<file path="config.mk">
export PLATFORM = sky130hd
export DESIGN_NAME = spi_regbank_slave
export DESIGN_NICKNAME = d
export VERILOG_FILES = /design/src/rtl/spi_regbank_slave.sv
export SDC_FILE = /design/constraint.sdc
export NUM_CORES = 1
export LEC_CHECK = 0
export BUFFER_PORTS_ARGS = -buffer_cell sky130_fd_sc_hd__buf_2
export CAP_MARGIN = 10
export CORE_UTILIZATION = 50
export CTS_CLUSTER_DIAMETER = 80
export DETAILED_ROUTE_END_ITERATION = 12
export PLACE_DENSITY = 0.77
export SYNTH_ARGS = -nofsm -noshare
export SYNTH_HDL_FRONTEND = slang
export SYNTH_SLANG_ARGS = --single-unit
</file>
<file path="constraint.sdc">
create_clock -name clk -period 3.2 [get_ports clk]
set_clock_uncertainty 0.15 [all_clocks]
set_input_delay 0.64 -clock clk [delete_from_list [all_inputs] [get_ports clk]]
set_output_delay 0.64 -clock clk [all_outputs]
set_load 0.01 [all_outputs]
</file>
<file path="src/rtl/spi_regbank_slave.sv">
// spi_regbank_slave
//   SPI slave (all four CPOL/CPHA modes) in front of a byte-wide register bank.
//   Each frame is 16 bits, MSB first: a command byte {wr, space, 2'bx, addr[3:0]}
//   followed by a data byte. Writes land in the config bank. Reads return either
//   a config register or a status register.
//   SPI pins arrive already synchronized and are oversampled with clk.
//   Optional burst mode: define SPI_REGBANK_AUTOINC_EN to auto-increment the
//   address after every data byte until chip select rises.
module spi_regbank_slave #(
   parameter int NUM_CFG    = 8,   // 1..16
   parameter int NUM_STATUS = 8,   // 1..16
   parameter int REG_WIDTH  = 8    // frames are byte-oriented, so this must stay 8
) (
   input  logic                            clk,
   input  logic                            rstb,
   input  logic                            ena,
   input  logic [1:0]                      mode,
   input  logic                            spi_cs_n,
   input  logic                            spi_clk,
   input  logic                            spi_mosi,
   output logic                            spi_miso,
   output logic [NUM_CFG*REG_WIDTH-1:0]    config_regs,
   input  logic [NUM_STATUS*REG_WIDTH-1:0] status_regs
);

   localparam logic [4:0] CMD_BITS   = 5'd8;
   localparam logic [4:0] FRAME_BITS = 5'd16;

   logic       clk_d_q;
   logic [4:0] cnt_q, cnt_d;
   logic [7:0] rx_q, rx_d, rx_next;
   logic [7:0] cmd_q, cmd_d;
   logic [3:0] addr_q, addr_d;
   logic [7:0] tx_q, tx_d;
   logic       skip_q, skip_d;
   logic       miso_q, miso_d;
   logic [7:0] cfg_q [NUM_CFG];

   logic       wr_en;
   logic [3:0] wr_addr;
   logic [7:0] wr_data;
   logic       rise, fall, sample_edge, shift_edge;

   // Register read mux. An address beyond the populated bank reads as 0x00.
   function automatic logic [7:0] read_reg(input logic space, input logic [3:0] addr);
      logic [7:0] val;
      val = '0;
      if (space) begin
         for (int i = 0; i < NUM_STATUS; i++)
            if (addr == 4'(i)) val = status_regs[i*REG_WIDTH +: 8];
      end else begin
         for (int i = 0; i < NUM_CFG; i++)
            if (addr == 4'(i)) val = cfg_q[i];
      end
      return val;
   endfunction

   // Edge detection on the oversampled SPI clock; mode picks the sample and shift edges.
   always_comb begin
      rise        = spi_clk & ~clk_d_q;
      fall        = ~spi_clk & clk_d_q;
      sample_edge = ~spi_cs_n & ((mode[1] == mode[0]) ? rise : fall);
      shift_edge  = ~spi_cs_n & ((mode[1] == mode[0]) ? fall : rise);
   end

   // Frame sequencing: bit count, command latch, read load, write commit and MISO shift.
   always_comb begin
      // NOTE: every signal driven here gets a default first so no path can infer a latch.
      cnt_d   = cnt_q;
      rx_d    = rx_q;
      cmd_d   = cmd_q;
      addr_d  = addr_q;
      tx_d    = tx_q;
      skip_d  = skip_q;
      rx_next = {rx_q[6:0], spi_mosi};
      wr_en   = 1'b0;
      wr_addr = addr_q;
      wr_data = rx_next;

      if (spi_cs_n) begin
         // Idle or aborted frame: rewind and drop any pending read data.
         cnt_d  = '0;
         tx_d   = '0;
         skip_d = 1'b0;
      end else if (sample_edge && (cnt_q < FRAME_BITS)) begin
         rx_d  = rx_next;
         cnt_d = cnt_q + 5'd1;
         if (cnt_q == CMD_BITS - 5'd1) begin
            // Command byte complete: latch it and preload the addressed register.
            cmd_d  = rx_next;
            addr_d = rx_next[3:0];
            tx_d   = read_reg(rx_next[6], rx_next[3:0]);
            skip_d = 1'b1;
         end else if (cnt_q == FRAME_BITS - 5'd1) begin
            // Data byte complete: commit only to an existing config register.
            wr_en = cmd_q[7] & ~cmd_q[6] & (int'(addr_q) < NUM_CFG);
`ifdef SPI_REGBANK_AUTOINC_EN
            addr_d = addr_q + 4'd1;
            cnt_d  = CMD_BITS;
            tx_d   = read_reg(cmd_q[6], addr_q + 4'd1);
            skip_d = 1'b1;
`endif
         end
      end else if (shift_edge) begin
         // The first shift edge after a load would discard bit 7 before it is sampled.
         if (skip_q) skip_d = 1'b0;
         else        tx_d   = {tx_q[6:0], 1'b0};
      end

      miso_d = ((cnt_d >= CMD_BITS) && (cnt_d < FRAME_BITS)) ? tx_d[7] : 1'b0;
   end

   // Protocol state; everything holds while ena is low.
   always_ff @(posedge clk or negedge rstb) begin
      if (!rstb) begin
         clk_d_q <= 1'b0;
         cnt_q   <= '0;
         rx_q    <= '0;
         cmd_q   <= '0;
         addr_q  <= '0;
         tx_q    <= '0;
         skip_q  <= 1'b0;
         miso_q  <= 1'b0;
      end else if (ena) begin
         // NOTE: sequential state uses non-blocking assignment so all flops update together.
         clk_d_q <= spi_clk;
         cnt_q   <= cnt_d;
         rx_q    <= rx_d;
         cmd_q   <= cmd_d;
         addr_q  <= addr_d;
         tx_q    <= tx_d;
         skip_q  <= skip_d;
         miso_q  <= miso_d;
      end
   end

   // Config register bank written on frame commit.
   always_ff @(posedge clk or negedge rstb) begin
      if (!rstb) begin
         // NOTE: the bank is plain flops driving the ALU, so it is reset like any other state.
         for (int i = 0; i < NUM_CFG; i++) cfg_q[i] <= '0;
      end else if (ena && wr_en) begin
         for (int i = 0; i < NUM_CFG; i++)
            if (wr_addr == 4'(i)) cfg_q[i] <= wr_data;
      end
   end

   for (genvar g = 0; g < NUM_CFG; g++) begin : g_cfg_out
      assign config_regs[g*REG_WIDTH +: REG_WIDTH] = cfg_q[g];
   end

   assign spi_miso = miso_q;

endmodule

</file>
==> results summary <==
The cell count after synthesis came out at 480. The floorplan die area came out at between 10000 and 15000 um^2. The highest routed metal layer is met4.

During I/O placement, the number of pins put on the boundary was 137. The adder and majority gate portion of the synthesized area is 0.00486. The mapped netlist covers roughly 5100 um^2. The detailed-routed wire length on met2 came out at 7950 um. The via count of the first global-routing pass came out at between 4000 and 5000.

Among all flip-flop cells after synthesis, the most frequent one is sky130_fd_sc_hd__dfrtp_1. From left edge to right edge, the die measures 103 um. For this run, the register share of the synthesized area comes to 0.452. The register-to-register setup slack is 0.42 ns. Setup violations remaining at the end of the flow were counted as 0. The pin count of the biggest net entering global routing is 57. The number of clock sinks came out at 93. The static leakage power is 3.12 nW. For this run, design rule violations remaining after detail routing come to 0. The per-cell via count in the routed design came out at approximately 6.2.

In the global route stage, overall resource usage came out at 0.312. The worst setup path is launched from a flop. The number of max-cap violations came out at 0. The first detailed-routing pass ran for 5 iterations. The post-synthesis async set-or-reset flop share is 1.00.

The routed design uses approximately 1200 um of met3 wire. The number of post-CTS setup repair buffers is 0. The initial core utilization is 0.522. The run finished with clean final reports. The tree is rooted in a sky130_fd_sc_hd__clkbuf_8. For this run the aggregate overflow at the end of global routing stands at 0. The required time at the endpoint of the critical path came out at ~3.3 ns. The number of DRC violations after detailed-routing iteration 0 is 303. The via count is 4687. The floorplan step set the die height to 103 um. The post-layout net count is a little under 700. The clock edge transition at the registers on the reported setup and hold paths is 0.10 ns. The net count after synthesis came out at 554.

The region available for standard cell placement spans 9860 um^2. Setup slack closes at 0.422 ns. The data arrival time of the critical path came out at approximately 2.9 ns. The period utilization came out at 0.868. Of the cells placed in the final design, the portion with a size suffix greater than 1 is 0.426.

The worst setup path is captured at a flop. The library cell used most frequently in the layout, excluding fill and tap cells, is sky130_fd_sc_hd__buf_2. The path class of the tightest hold or removal check is in2async. The H-tree depth is 3. The main combinational cell family by area after synthesis is compound AO/OA/AOI/OAI gates. The HPWL after detailed placement is 11600 um. The max-slew violation count is 0. The setup TNS is 0 ns. The number of hold-repair buffers added at the cts stage came out at 0. In this run the power density over the cells is between 400 and 500 nW/um^2. At the placement stage, the worst setup path has a slack of between 0.4 and 0.5 ns. The synthesized-area fraction occupied by xor and xnor cells is 0.00316. The count of endpoints failing hold in the final timing report is 0. 0 antenna diodes ended up in the layout. The clock insertion delay at the later pin of the skew report came out at 0.36 ns. The number of warnings issued by yosys came out at 0. The routed length on met1 came out at 6530 um. The number of instances resized during post-cts repair is 0. The global placer's final weighted congestion is 0.897. The detailed-route wire length came out at 16000 um. Synthesis instantiated 63 different standard cells from the library.

The wire length per cell is 21.3 um. TritonCTS built the clock tree. The average instance area after synthesis came out at 10.7 um^2. From synthesis to final layout, the design area changed by 20.3%. The shortest period the worst path allows came out at 2.78 ns. The initial antenna violation count is 0. The maximum buffer depth of the clock tree is 2. The highest achievable clock rate is 0.360 GHz. The worst setup path is of the reg2reg kind. The global-route wire length before repair came out at around 24000 um. The maximum fanout along the worst path is 17. The count of antenna-violating nets left after detailed routing is 0. Port buffering added 136 buffers. Counting the buffers created by CTS gives 9. The tightest slew margin relative to the limit is 0.502.

The worst register-to-register path has a depth of 6. The actual transition at the worst max-transition pin came out at about 0.75 ns. The endpoint of the most critical register-to-register path is tx_q[3]$_DFFE_PN0P_. Of the total synthesized cell area, the portion taken by AND, OR, NAND and NOR gates is 0.120. The mux contribution to synthesized area is 0.157. The final core utilization is 0.627. VDD sags by at most 0.330 mV. The total power after layout came out at 3.00 mW. The worst register-to-register path begins at rx_q[1]$_DFFE_PN0P_. Yosys mapped a number of flops with a built-in enable equal to 0.

The area fraction in compound gates after synthesis is 0.213. Setup repair after global routing left no endpoint under its margin. After floorplanning, the core was divided into 36 placement rows. Leaving out fill and tap cells, the most frequent cells in the layout are sky130_fd_sc_hd__buf_2, sky130_fd_sc_hd__dfrtp_1, sky130_fd_sc_hd__mux2_2, sky130_fd_sc_hd__nand2_1, sky130_fd_sc_hd__a21oi_1. The number of storage elements in the synthesis netlist is 93.
cell usage after synthesis, drive strengths merged, types with 3 or more instances:
library cell,instances,area share
nor3b,4,0.0080
a22o,12,0.020
o21ai,31,0.030
nand2,44,0.033
nor2b,6,0.0073
or2,3,0.0036
a21oi,34,0.033
nor3,15,0.021
o41ai,5,0.0085
nor2,14,0.016
a21boi,4,0.0058
a31oi,4,0.0049
dfrtp,93,0.45
clkbuf,15,0.011
inv,16,0.012
buf,22,0.027
mux2,67,0.15
nand2b,4,0.0078
o211a,3,0.0058
a22oi,14,0.020
o22ai,6,0.0073
a221oi,25,0.043
a221o,3,0.0058
mux2i,5,0.0097
nand3b,3,0.0044
cells by family after synthesis:
| group | after synthesis |
|---|---|
| compound gates | 157 |
| xor+xnor | 1 |
| fa+ha+maj | 2 |
| buf+inv | 53 |
| flops | 93 |
| mux | 72 |
| simple gates | 102 |
registers in the layout (all words and copies together) (netlist names):
signal and flops:
config_regs 64, tx_q 8, rx_q 7, cmd_q 6
cnt_q 5, clk_d_q 1, skip_q 1, spi_miso 1
metrics by stage:
| step | instances | area (um^2) | hold WS, ns |
|---|---|---|---|
| 6_report | 750 | 6190 | 0.167 |
| 5_1_grt | 750 | 6190 | 0.230 |
| 4_1_cts | 750 | 6190 | 0.213 |
| 3_5_place_dp | 734 | 5980 | 0.339 |
| 3_3_place_gp | 734 | 5980 | 0.332 |
| 2_1_floorplan | 480 | 5150 | 0.194 |
layer usage:
layer,up-vias,global-route usage
met5,-,0
met4,0,0.0975
met3,24,0.0484
met2,243,0.521
met1,2352,0.420
li1,2068,-
worst max-delay path by stage:
stage | start | slack [ns] | endpoint | depth (start not counted)
4_1_cts | rx_q[1]$_DFFE_PN0P_ | 0.41 | tx_q[3]$_DFFE_PN0P_ | 6
3_3_place_gp | spi_mosi | 0.49 | tx_q[5]$_DFFE_PN0P_ | 7
3_5_place_dp | spi_cs_n | 0.41 | config_regs[49]$_DFFE_PN0P_ | 7
5_1_grt | rx_q[1]$_DFFE_PN0P_ | 0.26 | tx_q[1]$_DFFE_PN0P_ | 7
6_report | rx_q[1]$_DFFE_PN0P_ | 0.42 | tx_q[3]$_DFFE_PN0P_ | 6
2_1_floorplan | cnt_q[0]$_DFFE_PN0P_ | 0.84 | config_regs[12]$_DFFE_PN0P_ | 9
layout make-up:
cell class | count | area (um^2)
fill | 830 | 3670
multi-input combinational | 334 | 2560
sequential | 93 | 2330
timing repair buffer | 158 | 861
tap | 133 | 166
clock buffer | 10 | 138
clock inverter | 6 | 73.8
inverter | 16 | 60.1
where the power goes:
part           leakage, nW  switching [mW]  total, mW  internal [mW]
Sequential            1.27          0.0903       1.30           1.21
Clock                0.109           0.449      0.846          0.397
Combinational         1.74           0.540      0.854          0.314
Total                 3.12            1.08       3.00           1.92
worst max-delay path, stage by stage, from the launching register on:
cell and delay (ns):
sky130_fd_sc_hd__dfrtp_1 0.77, sky130_fd_sc_hd__buf_4 0.27, sky130_fd_sc_hd__nand2b_1 0.15, sky130_fd_sc_hd__nor3_2 0.49, sky130_fd_sc_hd__a221oi_1 0.25, sky130_fd_sc_hd__o211a_1 0.28
sky130_fd_sc_hd__o41ai_1 0.29
No activity file was read; power rests on OpenSTA's default activity.
